`src/rtl/alu_operand_sequencer.sv`:
```
// ---------------------------------------------------------------------------
// alu_operand_sequencer
//
// Drives the select lines of the ALU operand input multiplexer. A request
// carries one or two beats. A two-beat request runs a 16-bit operand through
// the 8-bit ALU: the low byte goes first, then the high byte. Each beat picks
// at most one high-side source and at most one low-side source. The select
// outputs are registered. Their polarity matches the mux pins, so lines marked
// in the *_INV_MASK parameters are active-low.
//
// Ports
//   CLK          clock, rising edge
//   Reset        synchronous, active-high
//   req_valid    request present
//   req_ready    request accepted when req_valid && req_ready
//   req_two      1 = two beats, 0 = one beat
//   req_hi0/lo0  beat-0 source codes (6'h3F = no source on that side)
//   req_hi1/lo1  beat-1 source codes (ignored for one-beat requests)
//   abort        flush the current operation, highest priority after Reset
//   beat_valid   selects are driving a valid beat
//   beat_second  current beat is beat 1
//   beat_ack     ALU consumed the current beat
//   sel_hi       high-side select lines, polarity per HI_INV_MASK
//   sel_lo       low-side select lines, polarity per LO_INV_MASK
//   busy         operation in flight
//   code_err     one-cycle pulse: accepted request had an out-of-range code
// ---------------------------------------------------------------------------
module alu_operand_sequencer #(
  parameter int                N_HI        = 16,
  parameter int                N_LO        = 42,
  parameter logic [N_HI-1:0]   HI_INV_MASK = 16'h68FB,
  parameter logic [N_LO-1:0]   LO_INV_MASK = 42'h0000004F1FF7
) (
  input  logic            CLK,
  input  logic            Reset,
  input  logic            req_valid,
  output logic            req_ready,
  input  logic            req_two,
  input  logic [5:0]      req_hi0,
  input  logic [5:0]      req_lo0,
  input  logic [5:0]      req_hi1,
  input  logic [5:0]      req_lo1,
  input  logic            abort,
  output logic            beat_valid,
  output logic            beat_second,
  input  logic            beat_ack,
  output logic [N_HI-1:0] sel_hi,
  output logic [N_LO-1:0] sel_lo,
  output logic            busy,
  output logic            code_err
);

  typedef enum logic [1:0] {
    S_IDLE  = 2'd0,
    S_BEAT0 = 2'd1,
    S_BEAT1 = 2'd2
  } state_t;

  localparam logic [5:0] CODE_NONE = 6'h3F;

  state_t          state_q, state_d;
  logic            two_q, two_d;
  logic [5:0]      hi1_q, hi1_d;
  logic [5:0]      lo1_q, lo1_d;
  logic [N_HI-1:0] sel_hi_q, sel_hi_d;
  logic [N_LO-1:0] sel_lo_q, sel_lo_d;
  logic            code_err_q, code_err_d;
  logic            final_beat;
  logic            accept;

  // Out-of-range codes and CODE_NONE decode to no line. Driving nothing is
  // safer than aliasing onto a real source.
  function automatic logic [N_HI-1:0] dec_hi(input logic [5:0] code);
    logic [N_HI-1:0] r;
    r = '0;
    for (int i = 0; i < N_HI; i++) begin
      if (int'(code) == i) r[i] = 1'b1;
    end
    return r;
  endfunction

  function automatic logic [N_LO-1:0] dec_lo(input logic [5:0] code);
    logic [N_LO-1:0] r;
    r = '0;
    for (int i = 0; i < N_LO; i++) begin
      if (int'(code) == i) r[i] = 1'b1;
    end
    return r;
  endfunction

  // CODE_NONE is a legal "no source" request, not an error.
  function automatic logic code_bad(input logic [5:0] code, input int n);
    return (code != CODE_NONE) && (int'(code) >= n);
  endfunction

  // ---- state register ------------------------------------------------------
  always_ff @(posedge CLK) begin
    if (Reset) begin
      state_q    <= S_IDLE;
      two_q      <= 1'b0;
      sel_hi_q   <= HI_INV_MASK;
      sel_lo_q   <= LO_INV_MASK;
      code_err_q <= 1'b0;
    end else begin
      state_q    <= state_d;
      two_q      <= two_d;
      sel_hi_q   <= sel_hi_d;
      sel_lo_q   <= sel_lo_d;
      code_err_q <= code_err_d;
    end
  end

  // The beat-1 codes are only read after an acceptance has loaded them, so
  // they need no reset.
  always_ff @(posedge CLK) begin
    hi1_q <= hi1_d;
    lo1_q <= lo1_d;
  end

  // ---- next-state logic ----------------------------------------------------
  always_comb begin
    state_d    = state_q;
    two_d      = two_q;
    hi1_d      = hi1_q;
    lo1_d      = lo1_q;
    sel_hi_d   = sel_hi_q;
    sel_lo_d   = sel_lo_q;
    code_err_d = 1'b0;
    accept     = req_valid && req_ready;

    if (abort) begin
      state_d  = S_IDLE;
      sel_hi_d = HI_INV_MASK;
      sel_lo_d = LO_INV_MASK;
    end else if (accept) begin
      // Accepting also covers the final beat's ack, which gives back-to-back
      // operations with no idle cycle between them.
      state_d    = S_BEAT0;
      two_d      = req_two;
      hi1_d      = req_hi1;
      lo1_d      = req_lo1;
      sel_hi_d   = dec_hi(req_hi0) ^ HI_INV_MASK;
      sel_lo_d   = dec_lo(req_lo0) ^ LO_INV_MASK;
      code_err_d = code_bad(req_hi0, N_HI) || code_bad(req_lo0, N_LO) ||
                   (req_two && (code_bad(req_hi1, N_HI) || code_bad(req_lo1, N_LO)));
    end else if (beat_ack && state_q != S_IDLE) begin
      if (state_q == S_BEAT0 && two_q) begin
        state_d  = S_BEAT1;
        sel_hi_d = dec_hi(hi1_q) ^ HI_INV_MASK;
        sel_lo_d = dec_lo(lo1_q) ^ LO_INV_MASK;
      end else begin
        state_d  = S_IDLE;
        sel_hi_d = HI_INV_MASK;
        sel_lo_d = LO_INV_MASK;
      end
    end
  end

  // ---- output logic --------------------------------------------------------
  always_comb begin
    final_beat  = (state_q == S_BEAT1) || (state_q == S_BEAT0 && !two_q);
    // Ready is held low while Reset is asserted, so no request is accepted
    // during reset.
    req_ready   = !Reset && !abort &&
                  ((state_q == S_IDLE) || (beat_ack && final_beat));
    beat_valid  = (state_q != S_IDLE);
    beat_second = (state_q == S_BEAT1);
    busy        = (state_q != S_IDLE);
  end

  assign sel_hi   = sel_hi_q;
  assign sel_lo   = sel_lo_q;
  assign code_err = code_err_q;

endmodule

```
`config.mk`:
```
export PLATFORM = sky130hd
export DESIGN_NAME = alu_operand_sequencer
export DESIGN_NICKNAME = d
export VERILOG_FILES = /design/src/rtl/alu_operand_sequencer.sv
export SDC_FILE = /design/constraint.sdc
export NUM_CORES = 1
export LEC_CHECK = 0
export ABC_AREA = 1
export ABC_CLOCK_PERIOD_IN_PS = 4400
export BUFFER_PORTS_ARGS = -buffer_cell sky130_fd_sc_hd__buf_4
export CAP_MARGIN = 20
export CELL_PAD_IN_SITES_DETAIL_PLACEMENT = 1
export CELL_PAD_IN_SITES_GLOBAL_PLACEMENT = 1
export CORE_MARGIN = 3
export CORE_UTILIZATION = 30
export CTS_CLUSTER_DIAMETER = 30
export DETAILED_ROUTE_END_ITERATION = 8
export PLACE_DENSITY = 0.65
export RECOVER_POWER = 25
export SYNTH_ARGS = -nofsm -noshare
export SYNTH_HDL_FRONTEND = slang
export SYNTH_SLANG_ARGS = --single-unit
```
`constraint.sdc`:
```
create_clock -name CLK -period 4.4 [get_ports CLK]
set_clock_uncertainty 0.1 [all_clocks]
set_input_delay 0.88 -clock CLK [delete_from_list [all_inputs] [get_ports CLK]]
set_output_delay 0.88 -clock CLK [all_outputs]
set_load 0.01 [all_outputs]
```
* After elaboration in Yosys (flattened, before gate mapping)
Index checks and enable logic that the tools add are counted.
** Storage, ports and cells
- Word-level logic and storage cells :: 454
- Output and inout bits :: 63
- Bits in registers :: 74
- Input bits :: 30
** Operators by class
- Muxes and demuxes :: 287
- $lt $le $gt $ge :: 4
- Bitwise logic cells :: 6
- Reduce and logical (&&, ||, !) cells :: 31
- Equality and inequality tests :: 118
** Operators with widths (count)
- == test 6 bit, second input constant :: 52
- 2-to-1 mux 1 bit :: 280
- == test 6 x 5 -> 1 bit, second input constant :: 32
- 2-to-1 mux 42 bit :: 3
- == test 6 x 4 -> 1 bit, second input constant :: 16
- == test 6 x 3 -> 1 bit, second input constant :: 8
- 2-to-1 mux 16 bit :: 3
- NOT 17 bit :: 2
- == test 6 x 2 -> 1 bit, second input constant :: 4
- zero test 6 bit :: 4
- inequality test 6 bit, second input constant :: 4
- NOT 10 bit :: 2
- greater-or-equal comparator 6 x 5 -> 1 bit, second input constant :: 2
- greater-or-equal comparator 6 bit, second input constant :: 2
- logical AND 1 bit :: 12
- OR reduction 3 bit :: 2
- logical OR 1 bit :: 5
- nonzero test 2 bit :: 2
- zero test 1 bit :: 3
- == test 2 x 1 -> 1 bit, second input constant :: 1
- == test 2 bit, second input constant :: 1
- zero test 2 bit :: 1
- 2-to-1 mux 2 bit :: 1
- NOT 1 bit :: 2
- other kinds (2) :: 2

* Logic depth before layout (Yosys ltp)
- Depth in word-level cells :: 13
- Depth in mapped cells :: 10
- Mapped depth without buffers :: 9

* Worst setup path after synthesis
OpenSTA, ideal clock, no wires.
- Path type :: input -> output
- Start :: in Reset
- End :: out req_ready
- Stages on the path :: 3
- Data required time :: 3.420 ns
- Path buffers :: 0
- Slack :: 2.064 ns
- Arrival :: 1.356 ns
- Path through :: nor2_2 -> nand3_2 -> nor2_8
** On the way
- Cells in the longest elaborated chain, start to end :: 3
** RTL lines
- from (decl) :: RTL line 35 : input logic Reset,
- zero test 1 bit :: RTL line 164 : req_ready = !Reset && !abort &&
- logical AND 1 bit (2 in series) :: RTL line 164
- to (decl) :: RTL line 37 : output logic req_ready,
Every way passes these cells.

* Worst setup path after layout
- Start :: in Reset
- End :: reg sel_hi_q[2], in the netlist sel_hi[2]
** On the way
- Cells in the longest elaborated chain, start to end :: 5
- Elaborated cells between the ends (all ways) :: 7
- Classes of those cells :: mux: 1; reduce/logical: 6
** RTL lines
- zero test 1 bit :: RTL line 164
- logical AND 1 bit (2 in series) :: RTL line 164
- logical AND 1 bit :: RTL line 129 : accept = req_valid && req_ready;
- 2-to-1 mux 16 bit / nonzero test 2 bit (equally long branches)
- to (signal assigned) :: RTL line 107 : sel_hi_q <= sel_hi_d;
- to (decl) :: RTL line 65 : logic [N_HI-1:0] sel_hi_q, sel_hi_d;
Several ways; a longest one is shown, not always the timed one.
A chain may end at the register's enable or synchronous reset.

==> qor.csv <==
stage;metric;value;unit
outcome;status;finished, final reports clean;
final_layout;Fillers;1730;
placement;pre-CTS setup slack;1.36;ns
pwr;Peak VDD IR;182;µV
sta;Slew @ Worst Pin;1.05;ns
synth;Yosys top cell area share;30.4;%
setup_path;RR Startpoint;state_q[0];
sta;Tcrit/Tclk final;71.8;%
clocking;Setup Buffers After CTS;0;
global_routing;largest net degree at the start of global routing;71;
clocking;CTS buffer count;9;
routing;vias per std cell;4.69;
placement;Placer Congestion;0.877;
synth;Yosys warnings;0;
final_layout;layout cell share with drive strength beyond 1;11.4;%
setup_path;r2r endpoint;sel_hi[2];
synth;syn nets;687;
hold_path;Hold Crit Start;sel_hi[11];
synth;ranking of synthesized cells by area;dfxtp_1 30%, nand2_1 17%, nor2_1 13%;
setup_path;CP Capture Type;flip-flop;
clocking;H-Tree Depth;3;
sta;Final Setup Violations;0;
setup_path;FF-to-FF setup slack;1.47;ns
setup_path;crit path cell chain;buf_4 -> nor2_2 -> nand3_2 -> nor2_1 -> nand2_4 -> nand2_4 -> buf_4 -> nand2_1 -> nor2_1 -> nor2_1;
placement;placed inst area;4880;µm²
synth;sequential element share of the synthesized area;39.2;%
hold_path;HP Class;reg -> reg;
sta;final setup margin;1.24;ns
job;maxcap violations;0;
placement;buffers added on ports;92;
die;Site Rows;41;
clocking;CTS Root Cell;clkbuf_16;
pwr;total internal power;0.00127;W
setup_path;Worst Setup Path Type;in -> reg;
final_layout;Layout area overhead;23.6;%
clocking;CTS tree;built;
synth;Synth cell types;27;
setup_path;R2R depth;9;
die;Die H;123;µm
pwr;Leakage;2.40;nW
final_layout;Layout Nets;770;
synth;post-synthesis register bit count;74;
final_layout;post-route cell area;5050;µm²
synth;syn_area_per_cell;6.21;µm²
setup_path;CP max FO;70;
sta;max-slew violation total from the final report;0;
setup_path;Worst Setup Start Kind;input pin;
synth;Syn Std Cell Area;4080;µm²
final_layout;Final Util;38.9;%
pwr;Sw Share;24.8;%
sta;Fin Hold WS;0.377;ns
sta;unrepaired setup endpoints after global routing;no;
setup_path;Setup crit end;sel_hi[2];
global_routing;global-route wire length before repair;22.4;mm
clocking;CTS clk-pin slew, worst paths;0.05;ns
routing;drt total wl;13.7;mm
clocking;CTS Hold Bufs;0;
pwr;Gate power share;11.1;%
global_routing;antenna violations before repair;0;
clocking;clock latency on the worst-skew pair;0.35;ns
placement;DP HPWL;10.3;mm
clocking;CTS Buffer Depth;2;
clocking;post-CTS sizing;0;
pwr;Power Density;335;nW/µm²
routing;via count;4303;
die;die area;15000;µm²
sta;Fmax;0.317;GHz
setup_path;Crit. Startpoint;Reset;
sta;Rel. slew slack;29.8;%
pwr;proportion of power drawn by the clock network;46.2;%
setup_path;peak per-stage delay on the critical path;0.60;ns
routing;drc violations;0;
sta;TNS Setup;0;ns
synth;Synth Instances;657;
die;placeable core area;13000;µm²
synth;area leader, netlist;dfxtp_1;
setup_path;CP most frequent cell;nor2_1;
global_routing;total grt overflow;0;
die;Chip Width;123;µm
global_routing;vias in the first global route;4509;
clocking;# clock sinks;74;
pwr;P_sw;0.000419;W
global_routing;GRT Overall Usage;19.3;%
setup_path;Worst path slowest cell;nor2_1;
die;io pins;93;
sta;minimum clock period;3.16;ns
routing;initial DRC count;191;
routing;post-route ant nets;0;
routing;Wirelength per Cell;14.9;µm
setup_path;CP arrival;3.29;ns
pwr;register share of total power;42.7;%
routing;DRT Pass-1 Iters;4;
setup_path;required time worst endpoint;4.53;ns
sta;final hold vios;0;
final_layout;# diodes;0;
die;initial cell density of the core;31.4;%
power by group through the flow:
stage | clock network (W) | logic, W | registers (W)
global route | 0.000833 | 0.000215 | 0.000723
detailed placement | 0 | 0.000200 | 0.000736
CTS | 0.000805 | 0.000202 | 0.000721
floorplan | 0 | 0.000106 | 0.000741
finish | 0.000780 | 0.000187 | 0.000721
global placement | 0 | 0.000197 | 0.000735
how the worst min path moves through the flow:
stage / cells past startpoint / slack (ns) / endpoint
after CTS: 2 / 0.39 / sel_hi[11]
after global routing: 2 / 0.41 / sel_hi[7]
after global placement: 2 / 0.36 / sel_hi[11]
after floorplan: 2 / 0.36 / two_q
after detailed placement: 2 / 0.36 / sel_hi[14]
final: 2 / 0.38 / sel_hi[11]
cells in the final DEF (no fill, tap or decap), drive strengths merged:
cell type    n
nor3         5
inv         93
bufinv       2
clkinv       5
a211oi       1
nor2       146
a21oi        5
clkbuf      49
edfxtp      12
nand3       55
nand4        5
buf         59
o21ai       59
dfxtp       62
nand3b       1
nand2      186
through the flow:
step / total power, W / instances
2_1_floorplan: 0.000847 / 657
3_3_place_gp: 0.000931 / 901
3_5_place_dp: 0.000936 / 901
4_1_cts: 0.00173 / 917
5_1_grt: 0.00177 / 917
6_report: 0.00169 / 917
routing by layer:
| layer | global-route usage, % | part of all wire (%) | vias up |
|---|---|---|---|
| met3 | 4.19 | 3.7 | 16 |
| met4 | 6.44 | 1.6 | 0 |
| li1 | - | - | 2178 |
| met2 | 35.7 | 51 | 75 |
| met5 | 0 | 0 | - |
| met1 | 21.9 | 43 | 2034 |
flip-flops by register name, indices dropped and copies added, names as in the netlist:
register  cells
sel_lo       42
lo1_q         6
hi1_q         6
state_q       2
code_err      1
sel_hi       16
two_q         1
worst max-delay path, delay by kind of cell:
family	cells	cell delay, ns
buffers and inverters	2	0.47
AND/OR/NAND/NOR	8	1.91
final cells by class:
cell class	count	area, µm²	share of cell area (%)
inverter	97	364	7.22
tap	172	215	4.26
multi-input combinational	463	1970	39.1
clock inverter	3	65.1	1.29
clock buffer	13	240	4.76
sequential	74	1600	31.7
timing repair buffer	95	586	11.6
synth_stat cells (all sizes together):
master,number
edfxtp,12
a211oi,1
inv,93
nor3,5
dfxtp,62
nor2,146
nand3,55
clkbuf,7
nand2,186
nand3b,1
buf,16
nand4,5
o21ai,59
a21oi,5
clkinv,4
kinds of logic (layout without fill, tap and decap cells):
| logic type | Yosys count | count (layout) | share of synthesized area [%] |
|---|---|---|---|
| AND/OR/NAND/NOR | 398 | 398 | 40.7 |
| AO/OA/AOI/OAI | 65 | 65 | 8.03 |
| flip-flops | 74 | 74 | 39.2 |
| buffers and inverters | 120 | 208 | 12.0 |
No activity file was read; power rests on OpenSTA's default activity.
